`src/rtl/fr_master_pkg.sv`:
```
// Shared definitions for the file-register master and its command issuer:
// command codes, command word field positions, stream tags and FSM encodings.
package fr_master_pkg;

    localparam int CMD_W   = 8;
    localparam int DATA_W  = 23;
    localparam int TAG_W   = 4;
    localparam int CMD_LSB = 24;
    localparam int STB_BIT = 23;

    localparam logic [TAG_W-1:0] TAG_MEM = 4'd8;

    typedef enum logic [CMD_W-1:0] {
        CMD_RESET    = 8'd1,
        CMD_EN_TX    = 8'd2,
        CMD_EN_RX    = 8'd3,
        CMD_PH_SEL   = 8'd4,
        CMD_RUN_MEM  = 8'd5,
        CMD_RD_MEM   = 8'd6,
        CMD_IS_FULL  = 8'd7,
        CMD_BER_S_I  = 8'd8,
        CMD_BER_S_Q  = 8'd9,
        CMD_BER_E_I  = 8'd10,
        CMD_BER_E_Q  = 8'd11,
        CMD_BER_HIGH = 8'd12
    } cmd_e;

    typedef struct packed {
        cmd_e              cmd;
        logic [DATA_W-1:0] data;
        logic              rd;
        logic [TAG_W-1:0]  tag;
    } cmd_req_t;

    typedef enum logic [2:0] {
        IS_IDLE, IS_SETUP, IS_STROBE, IS_WAIT, IS_CAP
    } iss_state_e;

    typedef enum logic [3:0] {
        ST_IDLE, ST_RST_ON, ST_RST_OFF, ST_TXEN, ST_RXEN, ST_PHSEL,
        ST_RUNLOG, ST_POLL, ST_BER, ST_MEM, ST_DONE
    } top_state_e;

    // BER readout interleaves each counter read with a HIGH read
    function automatic cmd_e ber_cmd(input logic [2:0] idx);
        cmd_e c;
        if (idx[0]) begin
            c = CMD_BER_HIGH;
        end else begin
            case (idx[2:1])
                2'd0:    c = CMD_BER_S_I;
                2'd1:    c = CMD_BER_S_Q;
                2'd2:    c = CMD_BER_E_I;
                default: c = CMD_BER_E_Q;
            endcase
        end
        return c;
    endfunction

endpackage

```
`src/rtl/fr_master_issuer.sv`:
```
// fr_cmd_issuer: runs one command through SETUP, STROBE, WAIT and CAPTURE and
// holds a read response on the stream until it is accepted.
module fr_cmd_issuer
    import fr_master_pkg::*;
#(
    parameter int NB_GPIOS = 32,
    parameter int NB_C0M   = 8,
    parameter int RSP_LAT  = 2
) (
    input  logic                clk,
    input  logic                rst,
    input  logic                load_i,
    input  cmd_req_t            req_i,
    input  logic                ready_i,
    input  logic [NB_GPIOS-1:0] rsp_i,
    output logic [NB_GPIOS-1:0] cmd_o,
    output logic                done_o,
    output logic [31:0]         rsp_o,
    output logic [TAG_W-1:0]    tag_o,
    output logic                valid_o
);

    localparam int STB = NB_GPIOS - NB_C0M - 1;
    localparam int WW  = (RSP_LAT > 1) ? $clog2(RSP_LAT) : 1;

    iss_state_e          state_q, state_d;
    logic [NB_GPIOS-1:0] cmd_q, cmd_d;
    logic [WW-1:0]       wcnt_q, wcnt_d;
    logic [31:0]         rsp_q, rsp_d;
    logic [TAG_W-1:0]    tag_q, tag_d;
    logic                rd_q, rd_d;
    logic                vld_q, vld_d;

    always_ff @(posedge clk or posedge rst) begin
        if (rst) begin
            state_q <= IS_IDLE;
            cmd_q   <= '0;
            wcnt_q  <= '0;
            rsp_q   <= '0;
            tag_q   <= '0;
            rd_q    <= 1'b0;
            vld_q   <= 1'b0;
        end else begin
            state_q <= state_d;
            cmd_q   <= cmd_d;
            wcnt_q  <= wcnt_d;
            rsp_q   <= rsp_d;
            tag_q   <= tag_d;
            rd_q    <= rd_d;
            vld_q   <= vld_d;
        end
    end

    always_comb begin
        state_d = state_q;
        cmd_d   = cmd_q;
        wcnt_d  = wcnt_q;
        rsp_d   = rsp_q;
        tag_d   = tag_q;
        rd_d    = rd_q;
        vld_d   = vld_q;
        done_o  = 1'b0;
        case (state_q)
            IS_IDLE: begin
                if (load_i) begin
                    state_d = IS_SETUP;
                    cmd_d   = {NB_C0M'(req_i.cmd), 1'b0, STB'(req_i.data)};
                    rd_d    = req_i.rd;
                    tag_d   = req_i.tag;
                end
            end
            IS_SETUP: begin
                state_d    = IS_STROBE;
                cmd_d[STB] = 1'b1;
            end
            IS_STROBE: begin
                state_d    = IS_WAIT;
                cmd_d[STB] = 1'b0;
                wcnt_d     = '0;
            end
            IS_WAIT: begin
                if (wcnt_q == WW'(RSP_LAT - 1)) begin
                    state_d = IS_CAP;
                    rsp_d   = rsp_i[31:0];
                    vld_d   = rd_q;
                end else begin
                    wcnt_d = wcnt_q + WW'(1);
                end
            end
            IS_CAP: begin
                // A pending read blocks the next SETUP until the stream takes it
                if (!vld_q || ready_i) begin
                    done_o = 1'b1;
                    vld_d  = 1'b0;
                    if (load_i) begin
                        state_d = IS_SETUP;
                        cmd_d   = {NB_C0M'(req_i.cmd), 1'b0, STB'(req_i.data)};
                        rd_d    = req_i.rd;
                        tag_d   = req_i.tag;
                    end else begin
                        state_d = IS_IDLE;
                        cmd_d   = '0;
                    end
                end
            end
            default: state_d = IS_IDLE;
        endcase
    end

    assign cmd_o   = cmd_q;
    assign rsp_o   = rsp_q;
    assign tag_o   = tag_q;
    assign valid_o = vld_q;

endmodule

```
`src/rtl/fr_master.sv`:
```
// fr_master: sequences the file-register bring-up, log fill polling, BER readout
// and log memory dump through fr_cmd_issuer, streaming read results out.
module fr_master
    import fr_master_pkg::*;
#(
    parameter int NB_GPIOS  = 32,
    parameter int NB_C0M    = 8,
    parameter int RAM_DEPTH = 1024,
    parameter int RSP_LAT   = 2,
    parameter int POLL_MAX  = 65535
) (
    input  logic                clock,
    input  logic                reset,
    input  logic                i_start,
    input  logic [1:0]          i_phase,
    output logic [NB_GPIOS-1:0] o_cmd_to_fr,
    input  logic [NB_GPIOS-1:0] i_data_from_fr,
    output logic [31:0]         o_data,
    output logic [3:0]          o_tag,
    output logic                o_valid,
    input  logic                i_ready,
    output logic                o_busy,
    output logic                o_done,
    output logic                o_timeout
);

    localparam int AW = $clog2(RAM_DEPTH);
    localparam int PW = $clog2(POLL_MAX + 1);

    top_state_e    state_q, state_d;
    logic [PW-1:0] poll_q, poll_d;
    logic [2:0]    ber_q, ber_d;
    logic [AW-1:0] addr_q, addr_d;
    logic          tmo_q, tmo_d;
    logic          load;
    logic          iss_done;
    cmd_req_t      req;

    function automatic cmd_req_t build_req(input top_state_e s, input logic [2:0] b,
                                           input logic [AW-1:0] a, input logic [1:0] ph);
        cmd_req_t r;
        r.cmd  = CMD_RESET;
        r.data = '0;
        r.rd   = 1'b0;
        r.tag  = '0;
        case (s)
            ST_RST_ON:  r.data = DATA_W'(1);
            ST_TXEN:    begin r.cmd = CMD_EN_TX;   r.data = DATA_W'(1);  end
            ST_RXEN:    begin r.cmd = CMD_EN_RX;   r.data = DATA_W'(1);  end
            ST_PHSEL:   begin r.cmd = CMD_PH_SEL;  r.data = DATA_W'(ph); end
            ST_RUNLOG:  begin r.cmd = CMD_RUN_MEM; r.data = DATA_W'(1);  end
            ST_POLL:    r.cmd = CMD_IS_FULL;
            ST_BER: begin
                r.cmd = ber_cmd(b);
                r.rd  = 1'b1;
                r.tag = TAG_W'(b);
            end
            ST_MEM: begin
                r.cmd  = CMD_RD_MEM;
                r.data = DATA_W'(a);
                r.rd   = 1'b1;
                r.tag  = TAG_MEM;
            end
            default: ;
        endcase
        return r;
    endfunction

    always_ff @(posedge clock or posedge reset) begin
        if (reset) begin
            state_q <= ST_IDLE;
            poll_q  <= '0;
            ber_q   <= '0;
            addr_q  <= '0;
            tmo_q   <= 1'b0;
        end else begin
            state_q <= state_d;
            poll_q  <= poll_d;
            ber_q   <= ber_d;
            addr_q  <= addr_d;
            tmo_q   <= tmo_d;
        end
    end

    always_comb begin
        state_d = state_q;
        poll_d  = poll_q;
        ber_d   = ber_q;
        addr_d  = addr_q;
        tmo_d   = tmo_q;
        load    = 1'b0;
        case (state_q)
            ST_IDLE, ST_DONE: begin
                if (i_start) begin
                    state_d = ST_RST_ON;
                    poll_d  = '0;
                    ber_d   = '0;
                    addr_d  = '0;
                    tmo_d   = 1'b0;
                    load    = 1'b1;
                end
            end
            default: begin
                if (iss_done) begin
                    case (state_q)
                        ST_RST_ON:  state_d = ST_RST_OFF;
                        ST_RST_OFF: state_d = ST_TXEN;
                        ST_TXEN:    state_d = ST_RXEN;
                        ST_RXEN:    state_d = ST_PHSEL;
                        ST_PHSEL:   state_d = ST_RUNLOG;
                        ST_RUNLOG: begin
                            state_d = ST_POLL;
                            poll_d  = '0;
                        end
                        ST_POLL: begin
                            // full wins over timeout on the last allowed poll
                            if (o_data[0]) begin
                                state_d = ST_BER;
                                ber_d   = '0;
                            end else if (poll_q == PW'(POLL_MAX - 1)) begin
                                state_d = ST_DONE;
                                tmo_d   = 1'b1;
                            end else begin
                                poll_d = poll_q + PW'(1);
                            end
                        end
                        ST_BER: begin
                            if (ber_q == 3'd7) begin
                                state_d = ST_MEM;
                                addr_d  = '0;
                            end else begin
                                ber_d = ber_q + 3'd1;
                            end
                        end
                        ST_MEM: begin
                            if (addr_q == AW'(RAM_DEPTH - 1)) state_d = ST_DONE;
                            else                              addr_d  = addr_q + AW'(1);
                        end
                        default: state_d = ST_IDLE;
                    endcase
                    load = (state_d != ST_DONE) && (state_d != ST_IDLE);
                end
            end
        endcase
        req = build_req(state_d, ber_d, addr_d, i_phase);
    end

    fr_cmd_issuer #(
        .NB_GPIOS(NB_GPIOS),
        .NB_C0M  (NB_C0M),
        .RSP_LAT (RSP_LAT)
    ) u_issuer (
        .clk    (clock),
        .rst    (reset),
        .load_i (load),
        .req_i  (req),
        .ready_i(i_ready),
        .rsp_i  (i_data_from_fr),
        .cmd_o  (o_cmd_to_fr),
        .done_o (iss_done),
        .rsp_o  (o_data),
        .tag_o  (o_tag),
        .valid_o(o_valid)
    );

    assign o_busy    = (state_q != ST_IDLE) && (state_q != ST_DONE);
    assign o_done    = (state_q == ST_DONE);
    assign o_timeout = tmo_q;

endmodule

```
`config.mk`:
```
export PLATFORM = sky130hd
export DESIGN_NAME = fr_master
export DESIGN_NICKNAME = d
export VERILOG_FILES = /design/src/rtl/fr_master_pkg.sv /design/src/rtl/fr_master_issuer.sv /design/src/rtl/fr_master.sv
export SDC_FILE = /design/constraint.sdc
export NUM_CORES = 1
export LEC_CHECK = 0
export BUFFER_PORTS_ARGS = -buffer_cell sky130_fd_sc_hd__buf_2
export CAP_MARGIN = 25
export CORE_ASPECT_RATIO = 0.75
export CORE_UTILIZATION = 48
export DETAILED_ROUTE_END_ITERATION = 12
export HOLD_SLACK_MARGIN = 0.12
export PLACE_DENSITY = 0.74
export SETUP_SLACK_MARGIN = 0.1
export SYNTH_ARGS = -nofsm -noshare
export SYNTH_HDL_FRONTEND = slang
export SYNTH_SLANG_ARGS = --single-unit
```
`constraint.sdc`:
```
create_clock -name clock -period 3.16 [get_ports clock]
set_clock_uncertainty 0.1 [all_clocks]
set_input_delay 0 -clock clock [delete_from_list [all_inputs] [get_ports clock]]
set_output_delay 0 -clock clock [all_outputs]
set_load 0.005 [all_outputs]
```
# Word-level counts from Yosys, hierarchy flattened
# Index checks and enable logic that the tools add are counted.
# classes
n_reduce_logical	27
eq_ne	36
mux	66
order_cmp	0
div	0
n_addsub	4
bitwise_logic	0
mul	0
n_shift	0
# ops
op	n
$mux W32	3
$mux W16	5
$pmux W8 S7	1
$mux W10	5
$pmux W23 S2	1
$mux W4	11
$pmux W4 S9	1
$eq A4 B3 Y1 const B	8
$pmux W16 S2	1
$pmux W10 S3	1
$mux W3	8
$eq A4 B4 Y1 const B	5
$pmux W10 S2	1
$mux W1	17
$add A16 B1 Y16 const B	1
$eq A16 B16 Y1 const B	1
$pmux W8 S2	1
$pmux W3 S5	1
$eq A4 B2 Y1 const B	3
$reduce_and A3 Y1	4
$reduce_bool A2 Y1	6
$reduce_bool A4 Y1	3
$add A10 B1 Y10 const B	1
$eq A10 B10 Y1 const B	1
30 further kinds	43
# totals
ramBits	0
mem_count	0
reg_bits	108
mem_bits_ro	0
latch_bits	0
input_bits	38
out_inout_bits	72
elab_cells	146

# Longest topological paths before layout
# Gate-level depths: netlist of run 1.
# logic_depth
word_depth	14
ltp_mapped	10
depth_no_buf	10

# By module
# A second synthesis of run 1 with hierarchy kept.
# unflattened
hier_cells	547
area_unflattened_um2	5704.2
# modules_own_cells
mod	instances	seq_area_each_um2	cells_each	area_each_um2
fr_cmd_issuer	1	1851.8	251	3155.5
fr_master	1	850.8	296	2548.7

# Least setup slack after synthesis of run 1
# OpenSTA, ideal clock, no wires.
# synth_timing
path_type	flip-flop to flip-flop
from	register u_issuer.state_q[1]
to	register u_issuer.cmd_q[0], in the netlist u_issuer.cmd_o[0]
required_time_ns	2.936
synth_period_minus_slack_ns	2.643
setup_slack_ns	0.517
path_buffers	1
path_stages_with_launch	9
setup_ns	0.124
arrival_ns	2.419
cell_sequence	dfrtp_1 > or3b_1 > a211oi_4 > nor2_2 > a2111oi_2 > o21ai_2 > and2_4 > buf_6 > a211o_1
# synth_between
elab_chain_len	10
word_cells_on_any_way	25
cone_classes	9 x eq/ne; 12 x mux; 4 x reduce/logical
# synth_lines
item	line	rtl
start: declaration	fr_master_issuer.sv:26	iss_state_e state_q, state_d;
start signal: assignment	fr_master_issuer.sv:44	state_q <= state_d;
$eq A3 B3 Y1	fr_master_issuer.sv:63	case (state_q)
$mux W1	fr_master_issuer.sv:63	
$mux W4	fr_master.sv:104	if (iss_done) begin
$mux W4	fr_master.sv:92	case (state_q)
$eq A4 B3 Y1 (tied with other cells)	fr_master.sv:46	case (s)
$reduce_or A4 Y1 (no line)	n/a	
$pmux W10 S3	fr_master.sv:46	
$mux W32	fr_master_issuer.sv:95	if (load_i) begin
$mux W32	fr_master_issuer.sv:92	if (!vld_q || ready_i) begin
$pmux W23 S2	fr_master_issuer.sv:63	
end signal: assignment	fr_master_issuer.sv:45	cmd_q <= cmd_d;
end: declaration	fr_master_issuer.sv:27	logic [NB_GPIOS-1:0] cmd_q, cmd_d;
# Several ways; a longest one is shown, not always the timed one. The select of a mux whose other input is x is not followed.
# A chain may end at the register's enable or synchronous reset.

# Worst setup path after layout of run 1
# Ends and elaborated chain as after synthesis.

==> impl_metrics.json, run 1 <==
{
  "status": "completed",
  "layout_setup_ws_ps": 260,
  "cp_top_family": "compound AO/OA/AOI/OAI gates",
  "fin_area_mm2": 0.00605,
  "vias_per_cell": 5.73,
  "finalPower_w": 0.00253,
  "rsz0062_at_grt": "no",
  "synth-seq-cells": 91,
  "critical_path.slowest_cell": "or3b_1",
  "drt-initial-drc-count": 377,
  "place_area_mm2": 0.00534,
  "drive_gt1_frac": 0.290,
  "initial_core_util": 0.493,
  "final_hold_viol_count": 0,
  "synth_top_area_frac": 0.480,
  "synth_edf_count": 0,
  "dp_hpwl_um": 8430,
  "cts_buffers": 9,
  "drc": 0,
  "synthCells": 471,
  "max_stage_delay_ps": 490,
  "yosysSeqAreaShare": 0.480,
  "required_ps": 3350,
  "crit_path_cell_trace": "or3b_1, a211oi_4, o21ai_0, o32ai_1, a211oi_1, a2111oi_1, a211o_1",
  "layout_min_cycle_time_ps": 2900,
  "min_period_over_period": 0.918,
  "final_core_util": 0.629,
  "clk_pin_slew_worst_paths_ps": 70,
  "grt_max_degree": 36,
  "tns_ps": 0,
  "cts_tree": "yes",
  "dieArea_mm2": 0.0103,
  "max_slew_margin": 0.586,
  "slew_violations": 0,
  "syn_area_mm2": 0.00474,
  "leakage_nw": 2.82,
  "core_mm2": 0.00962,
  "antenna_found_initial": 0,
  "r2r_slack_ps": 260,
  "cap_violations": 0,
  "h-tree-depth": 3,
  "preCtsSetupSlack_ps": 137,
  "root_buffer": "clkbuf_16",
  "grt_util_all_layers": 0.259,
  "first_pass_iters": 5,
  "synth-main-ff-cell": "dfrtp_1",
  "area_growth_pct": 27.6,
  "syn_area_per_cell_um2": 10.1,
  "worst-path-buf-inv": 0,
  "routed_wirelength_um": 12400,
  "end_kind": "register",
  "grt_pass1_wl_um": 20300,
  "boundaryPins": 110,
  "synthArstFlopShare": 1.00,
  "overflow": 0,
  "ctsLongestPathBuffers": 2,
  "ir_drop_uv": 342,
  "wl_per_cell_um": 16.7,
  "critPathLaunchType": "register",
  "rows": 31,
  "diodes": 0,
  "worstSetupPathType": "register to register",
  "post-synth-top-count-cell": "dfrtp_1",
  "clock-sinks": 91,
  "grt_pass1_vias": 3907,
  "fmax_mhz": 345,
  "worstPathArrival_ps": 3090,
  "port-buffer-count": 92,
  "yosysUniqueCellTypes": 69,
  "critical_path.max_fanout": 8,
  "synth_area_leaders": "dfrtp_1, mux2_2, nor2_1",
  "ant_nets": 0,
  "dr_total_vias": 4259,
  "gp_congestion": 0.935,
  "worstSkewPairLatency_ps": 340,
  "synth_common_cells": "dfrtp_1, nor2_1, nand2_1, mux2_2, o21ai_0",
  "fp.dieW_um": 117,
  "ys_warn_count": 0,
  "yosysTopAreaCell": "dfrtp_1",
  "hold_class": "input pin to asynchronous set/reset pin",
  "nets": 648,
  "p_per_area_mw_per_mm2": 419,
  "tightestPinTransition_ps": 621,
  "setup-violations-final": 0,
  "die_h_um": 88.1
}
[cell families after synthesis]
family	after synthesis	share of synthesized area
buffers and inverters	53	0.0580
xor gates and xnor gates	13	0.0240
and+or+nand+nor	159	0.170
DFF	91	0.480
adders and majority gates	4	0.0106
AOI/OAI and AO/OA	117	0.178
other	1	0.000791
muxes	33	0.0783
[worst reg2reg max path: stages, from the launching register on]
cell and delay (ps):
dfrtp_1 470, or3b_1 490, a211oi_4 380, o21ai_0 190
o32ai_1 450, a211oi_1 140, a2111oi_1 470, a211o_1 170
[power breakdown]
part | switching [W] | internal (W) | total (W)
Combinational | 0.0000619 | 0.0000769 | 0.000139
Sequential | 0.0000119 | 0.00119 | 0.00120
Clock | 0.000473 | 0.000725 | 0.00120
[state kept, by name, indices dropped and copies added, names as in the netlist, 3 cells and up]
| signal | cells |
|---|---|
| u_issuer.rsp_o | 32 |
| poll_q | 16 |
| u_issuer.cmd_o | 15 |
| addr_q | 10 |
| state_q | 4 |
| u_issuer.tag_o | 4 |
| ber_q | 3 |
| u_issuer.state_q | 3 |
[layout make-up]
type                            instances  area (µm²)
Clock buffer                           10         239
Clock inverter                          6        93.8
Fill cell                             792        3570
Inverter                               14        53.8
Multi-Input combinational cell        343        2260
Sequential cell                        91        2280
Tap cell                              132         165
Timing Repair Buffer                  147         963
[path summary, 6_finish.rpt]
| path | cells after the start | endpoint | start |
|---|---|---|---|
| min in group clock | 4 | u_issuer.cmd_o[0]$_DFFE_PP0P_ | i_phase[0] |
| setup / recovery | 7 | u_issuer.cmd_o[0]$_DFFE_PP0P_ | u_issuer.state_q[1]$_DFFE_PP0P_ |
| setup reg to reg | 7 | u_issuer.cmd_o[0]$_DFFE_PP0P_ | u_issuer.state_q[1]$_DFFE_PP0P_ |
| max in group asynchronous | 4 | addr_q[3]$_DFF_PP0_ | reset |
| hold reg to reg | 1 | u_issuer.cmd_o[27]$_DFFE_PP0P_ | u_issuer.cmd_o[27]$_DFFE_PP0P_ |
| hold / removal | 3 | u_issuer.state_q[0]$_DFFE_PP0P_ | reset |
[per-stage QoR]
stage,cells,hold WS (ps)
global placement,689,-48.0
CTS,741,135
global route,743,166
finish,743,129
floorplan,487,50.6
detailed placement,689,-43.9
[placed cells by master (no fill, tap or decap), types with 7 or more instances in the layout]
master          n
clkbuf_16       9
inv_1          12
dlygate4sd3_1  36
nand2_1        35
nor3_1          7
nor2_1         38
nand3_1        17
dfrtp_1        90
buf_2          92
xor2_1          8
a22o_1         13
and3_1          8
a21oi_1        17
buf_4          19
mux2_2         33
nand4_1        16
conb_1         17
o21ai_0        25
a31oi_1         8
[what timing repair did]
action / 4_1_cts / 5_1_grt
setup endpoints to repair: 0 / 11
endpoints found under the hold margin: 96 / 0
hold buffers: 36 / 0
buffers inserted: 0 / 2
resized for setup: 0 / 4
[per-layer routing]
metal,part of all wire,GRT usage,vias up
met4,0.016,0.0783,0
met2,0.44,0.370,226
li1,-,-,1962
met5,0,0,-
met3,0.093,0.0768,24
met1,0.45,0.378,2047
Note: power is estimated with default switching activity, not from simulation.
==> run 2: changes to the inputs <==
--- a/config.mk
+++ b/config.mk
@@ -13,6 +13,7 @@
 export HOLD_SLACK_MARGIN = 0.12
 export PLACE_DENSITY = 0.74
 export SETUP_SLACK_MARGIN = 0.1
+export SKIP_CTS_REPAIR_TIMING = 1
 export SYNTH_ARGS = -nofsm -noshare
 export SYNTH_HDL_FRONTEND = slang
 export SYNTH_SLANG_ARGS = --single-unit
==> constraint.sdc (replaced) <==
create_clock -name clock -period 3.16 [get_ports clock]
set_clock_uncertainty 0.1 [all_clocks]
set_input_delay 0.632 -clock clock [delete_from_list [all_inputs] [get_ports clock]]
set_output_delay 0.632 -clock clock [all_outputs]
set_load 0.005 [all_outputs]
==> run 2 against run 1 <==
Power decreased by 4.9%. Sequential share of layout area is 2.3 points higher. Maximum frequency down 1.1%. Core utilization shrank 3.7 points. Hold slack better by 200 ps. Cell count down 4.6%. Critical path depth unchanged. Sequential power barely moved. Worst setup slack got worse by 32 ps. Register-to-register slack lost 30 ps. Wire length fell by 6.8%. Critical path type unchanged.
==> impl_metrics.json, run 2 (synthesis results as in run 1) <==
{
  "status": "completed",
  "dr_total_vias": 4061,
  "slew_violations": 0,
  "initial_core_util": 0.493,
  "worstSkewPairLatency_ps": 350,
  "layout_min_cycle_time_ps": 2930,
  "dieArea_mm2": 0.0103,
  "end_kind": "register",
  "dr_wl_met3_um": 876,
  "met2WireLength_um": 5220,
  "worstPathArrival_ps": 3070,
  "antenna_found_initial": 0,
  "dr.max_layer_used": "met4",
  "hold_class": "input pin to asynchronous set/reset pin",
  "worst-path-buf-inv": 0,
  "min_period_over_period": 0.928,
  "mostFrequentLayoutCell": "buf_2",
  "routed_wirelength_um": 11500,
  "critical_path.max_fanout": 13,
  "max_slew_margin": 0.452,
  "root_buffer": "clkbuf_16",
  "tns_ps": 0,
  "cp_top_family": "compound AO/OA/AOI/OAI gates",
  "cts_buffers": 9,
  "h-tree-depth": 3,
  "core_mm2": 0.00962,
  "wl_per_cell_um": 16.3,
  "overflow": 0,
  "dp_hpwl_um": 8200,
  "final_hold_viol_count": 0,
  "area_growth_pct": 20.2,
  "p_per_area_mw_per_mm2": 423,
  "tightestPinTransition_ps": 821,
  "grt_pass1_wl_um": 18700,
  "ir_drop_uv": 332,
  "fp.dieW_um": 117,
  "cts_tree": "yes",
  "met1Wirelength_um": 5300,
  "grt_max_degree": 57,
  "fmax_mhz": 341,
  "leakage_nw": 2.67,
  "port-buffer-count": 92,
  "critical_path.slowest_cell": "or3b_1",
  "layout_setup_ws_ps": 228,
  "max_stage_delay_ps": 480,
  "layout_common_cells": "buf_2, dfrtp_1, nor2_1",
  "rsz0062_at_grt": "yes",
  "die_h_um": 88.1,
  "largest_reg_flops": 32,
  "rows": 31,
  "clk_pin_slew_worst_paths_ps": 70,
  "ctsLongestPathBuffers": 2,
  "preCtsSetupSlack_ps": 67.5,
  "boundaryPins": 110,
  "ant_nets": 0,
  "setup-violations-final": 0,
  "grt_pass1_vias": 3864,
  "worstSetupPathType": "register to register",
  "critPathLaunchType": "register",
  "diodes": 0,
  "drt-initial-drc-count": 401,
  "nets": 614,
  "drc": 0,
  "gp_congestion": 0.947,
  "required_ps": 3290,
  "cap_violations": 0,
  "crit_path_cell_trace": "or3b_1, a211oi_4, nor2_2, a2111oi_2, o21ai_2, or2_1, a32o_1",
  "grt_util_all_layers": 0.238,
  "drive_gt1_frac": 0.308,
  "vias_per_cell": 5.73,
  "first_pass_iters": 5,
  "clock-sinks": 91
}
-- run 2: cell types whose count changed in the layout (fill, tap and decap cells not counted), sizes merged --
cell / previous run / this run
bufinv: 2 / 1
buf: 111 / 113
dlygate4sd3: 36 / 0
clkinvlp: 0 / 2
clkbuf: 10 / 9
-- run 2: power by group --
group          leakage [nW]  internal, W  switching [W]  total [W]
logic                  1.36    0.0000489      0.0000542   0.000103
registers              1.17      0.00119      0.0000114    0.00120
clock network         0.150     0.000627       0.000483    0.00111
-- run 2: path summary, 6_finish.rpt --
path                                                       from                        endpoint  slack (ps)  depth (start not counted)
worst max-delay path            u_issuer.state_q[1]$_DFFE_PP0P_             addr_q[1]$_DFF_PP0_         230                          7
worst min-delay path                                      reset   u_issuer.cmd_o[2]$_DFFE_PP0P_         330                          2
worst max register to register  u_issuer.state_q[1]$_DFFE_PP0P_             addr_q[1]$_DFF_PP0_         230                          7
worst min register to register   u_issuer.cmd_o[27]$_DFFE_PP0P_  u_issuer.cmd_o[27]$_DFFE_PP0P_         380                          1
max in group asynchronous                                 reset           poll_q[3]$_DFFE_PP0P_        1890                          3
min in group clock               u_issuer.cmd_o[27]$_DFFE_PP0P_  u_issuer.cmd_o[27]$_DFFE_PP0P_         380                          1
-- run 2: area by class of cell --
class | instances | area [µm²]
Clock inverter | 7 | 82.6
Clock buffer | 9 | 225
Multi-Input combinational cell | 343 | 2260
Fill cell | 842 | 3920
Sequential cell | 91 | 2280
Tap cell | 132 | 165
Timing Repair Buffer | 113 | 631
Inverter | 14 | 56.3
-- run 2: per-layer routing --
metal / up-vias / global-route usage
met1: 1974 / 0.333
met5: - / 0
met2: 178 / 0.357
li1: 1899 / -
met4: 0 / 0.0644
met3: 10 / 0.0754
-- run 2: worst register-to-register path, stage by stage (launching register included) --
cell and delay (ps):
dfrtp_1 470, or3b_1 480, a211oi_4 390, nor2_2 150
a2111oi_2 390, o21ai_2 250, or2_1 320, a32o_1 270
-- run 2: through the flow --
step | power [W] | instances | hold slack [ps] | instance area [µm²] | utilization
finish | 0.00241 | 709 | 333 | 5700 | 0.593
global route | 0.00249 | 709 | 390 | 5700 | 0.593
CTS | 0.00244 | 706 | 345 | 5670 | 0.589
detailed placement | 0.00132 | 690 | 363 | 5360 | 0.557
global placement | 0.00132 | 690 | 363 | 5360 | 0.557
floorplan | 0.00128 | 487 | 360 | 4810 | -
==> run 3: changes to the inputs <==
--- a/config.mk
+++ b/config.mk
@@ -12,6 +12,7 @@
 export DETAILED_ROUTE_END_ITERATION = 12
 export HOLD_SLACK_MARGIN = 0.12
 export PLACE_DENSITY = 0.74
+export REMOVE_ABC_BUFFERS = 1
 export SETUP_SLACK_MARGIN = 0.1
 export SKIP_CTS_REPAIR_TIMING = 1
 export SYNTH_ARGS = -nofsm -noshare
==> run 3 against run 2 <==
Core utilization is essentially flat. Clock power grew 6%. Design area is essentially flat. Wire length shrank 1.7%. Critical endpoint is now u_issuer.cmd_o[0]$_DFFE_PP0P_. Cell count shrank 0.28%.
==> impl_metrics.json, run 3 (synthesis results as in run 1) <==
{
  "worstSetupPathType": "register to register",
  "dp_hpwl_um": 8060,
  "drt-initial-drc-count": 316,
  "port-buffer-count": 92,
  "core_mm2": 0.00962,
  "antenna_found_initial": 0,
  "seqCellArea_mm2": 0.00228,
  "multi_input_area_mm2": 0.00225,
  "ctsLongestPathBuffers": 2,
  "max_stage_delay_ps": 510,
  "cts_tree": "yes",
  "critPathLaunchType": "register",
  "ant_nets": 0,
  "worstPathArrival_ps": 3060,
  "layout_common_cells": "buf_2, dfrtp_1, nor2_1",
  "place_inst": 691,
  "status": "completed",
  "r2r-end": "u_issuer.cmd_o[0]$_DFFE_PP0P_",
  "fin_area_mm2": 0.00570,
  "cts_buffers": 9,
  "required_ps": 3350,
  "mostFrequentLayoutCell": "buf_2",
  "rows": 31,
  "grt_util_all_layers": 0.232,
  "routed_wirelength_um": 11300,
  "final_core_util": 0.593,
  "die_h_um": 88.1,
  "largest_reg_flops": 32,
  "tns_ps": 0,
  "place_area_mm2": 0.00536,
  "clock-sinks": 91,
  "layout_min_cycle_time_ps": 2870,
  "tightestPinTransition_ps": 592,
  "vias_per_cell": 5.74,
  "dieArea_mm2": 0.0103,
  "worst-path-buf-inv": 1,
  "ff2ff_path_depth": 8,
  "max_slew_margin": 0.604,
  "drive_gt1_frac": 0.310,
  "slew_violations": 0,
  "reg2reg_from": "u_issuer.state_q[1]$_DFFE_PP0P_",
  "preCtsSetupSlack_ps": 171,
  "h-tree-depth": 3,
  "p_per_area_mw_per_mm2": 436,
  "boundaryPins": 110,
  "final_hold_viol_count": 0,
  "crit_path_cell_trace": "or3b_1, a211oi_4, buf_4, o21ai_0, o32ai_1, a211oi_1, a2111oi_1, a211o_1",
  "cap_violations": 0,
  "layout_setup_ws_ps": 291,
  "hold_class": "input pin to asynchronous set/reset pin",
  "grt_pass1_wl_um": 18100,
  "leakage_nw": 2.67,
  "drc": 0,
  "first_pass_iters": 6,
  "instances_no_fill": 707,
  "nets": 612,
  "fmax_mhz": 348,
  "critical_path.max_fanout": 9,
  "clk_pin_slew_worst_paths_ps": 70,
  "worstSkewPairLatency_ps": 340,
  "cp_top_family": "compound AO/OA/AOI/OAI gates",
  "overflow": 0,
  "area_growth_pct": 20.2,
  "initial_core_util": 0.493,
  "rsz0062_at_grt": "no",
  "r2r_slack_ps": 290,
  "diodes": 0,
  "setup-violations-final": 0,
  "ir_drop_uv": 372,
  "root_buffer": "clkbuf_16",
  "wl_per_cell_um": 16.0,
  "critical_path.slowest_cell": "or3b_1",
  "fp.dieW_um": 117,
  "grt_max_degree": 65,
  "grt_pass1_vias": 3626,
  "n_fill_cell": 817,
  "min_period_over_period": 0.908,
  "end_kind": "register",
  "gp_congestion": 0.913,
  "dr_total_vias": 4057
}
-- run 3: cell count changes in the layout (fill, tap and decap cells not counted), sizes merged --
cell and delta:
buf -2, bufinv +1, clkinvlp -1
-- run 3: worst max path at each step --
| stage | from | end | slack (ps) | cells past startpoint |
|---|---|---|---|---|
| 2_1_floorplan | reset | addr_q[0]$_DFF_PP0_ | 60 | 1 |
| 3_3_place_gp | state_q[0]$_DFF_PP0_ | u_issuer.cmd_o[0]$_DFFE_PP0P_ | 280 | 8 |
| 3_5_place_dp | i_ready | u_issuer.cmd_o[7]$_DFFE_PP0P_ | 170 | 8 |
| 4_1_cts | state_q[1]$_DFF_PP0_ | u_issuer.cmd_o[0]$_DFFE_PP0P_ | 220 | 8 |
| 5_1_grt | u_issuer.state_q[1]$_DFFE_PP0P_ | u_issuer.cmd_o[0]$_DFFE_PP0P_ | 120 | 8 |
| 6_report | u_issuer.state_q[1]$_DFFE_PP0P_ | u_issuer.cmd_o[0]$_DFFE_PP0P_ | 290 | 8 |
-- run 3: power by group --
part | internal (W) | total (W) | switching [W]
clock | 0.000708 | 0.00118 | 0.000476
sequential | 0.00119 | 0.00120 | 0.0000102
combinational | 0.0000496 | 0.000104 | 0.0000549
total | 0.00194 | 0.00248 | 0.000541
-- run 3: layout make-up --
cell class | instances | share of cell area
sequential | 91 | 0.400
multi-input combinational | 343 | 0.395
timing repair buffer | 111 | 0.108
clock buffer | 9 | 0.0395
tap | 132 | 0.0290
clock inverter | 7 | 0.0189
inverter | 14 | 0.00943
-- run 3: stage by stage --
stage	hold slack, ps	power, W
5_1_grt	226	0.00257
3_3_place_gp	359	0.00132
2_1_floorplan	360	0.00126
4_1_cts	192	0.00251
6_report	188	0.00248
3_5_place_dp	362	0.00132
-- run 3: worst register-to-register path, cell delays in order, from the launching register on --
cell       delay [ps]
dfrtp_1           470
or3b_1            510
a211oi_4          220
buf_4             210
o21ai_0            90
o32ai_1           460
a211oi_1          150
a2111oi_1         450
a211o_1           160
-- run 3: per-layer routing --
layer | part of all wire | track usage
met5 | 0 | 0
met4 | 0.022 | 0.0955
met1 | 0.47 | 0.337
met2 | 0.45 | 0.337
met3 | 0.066 | 0.0471
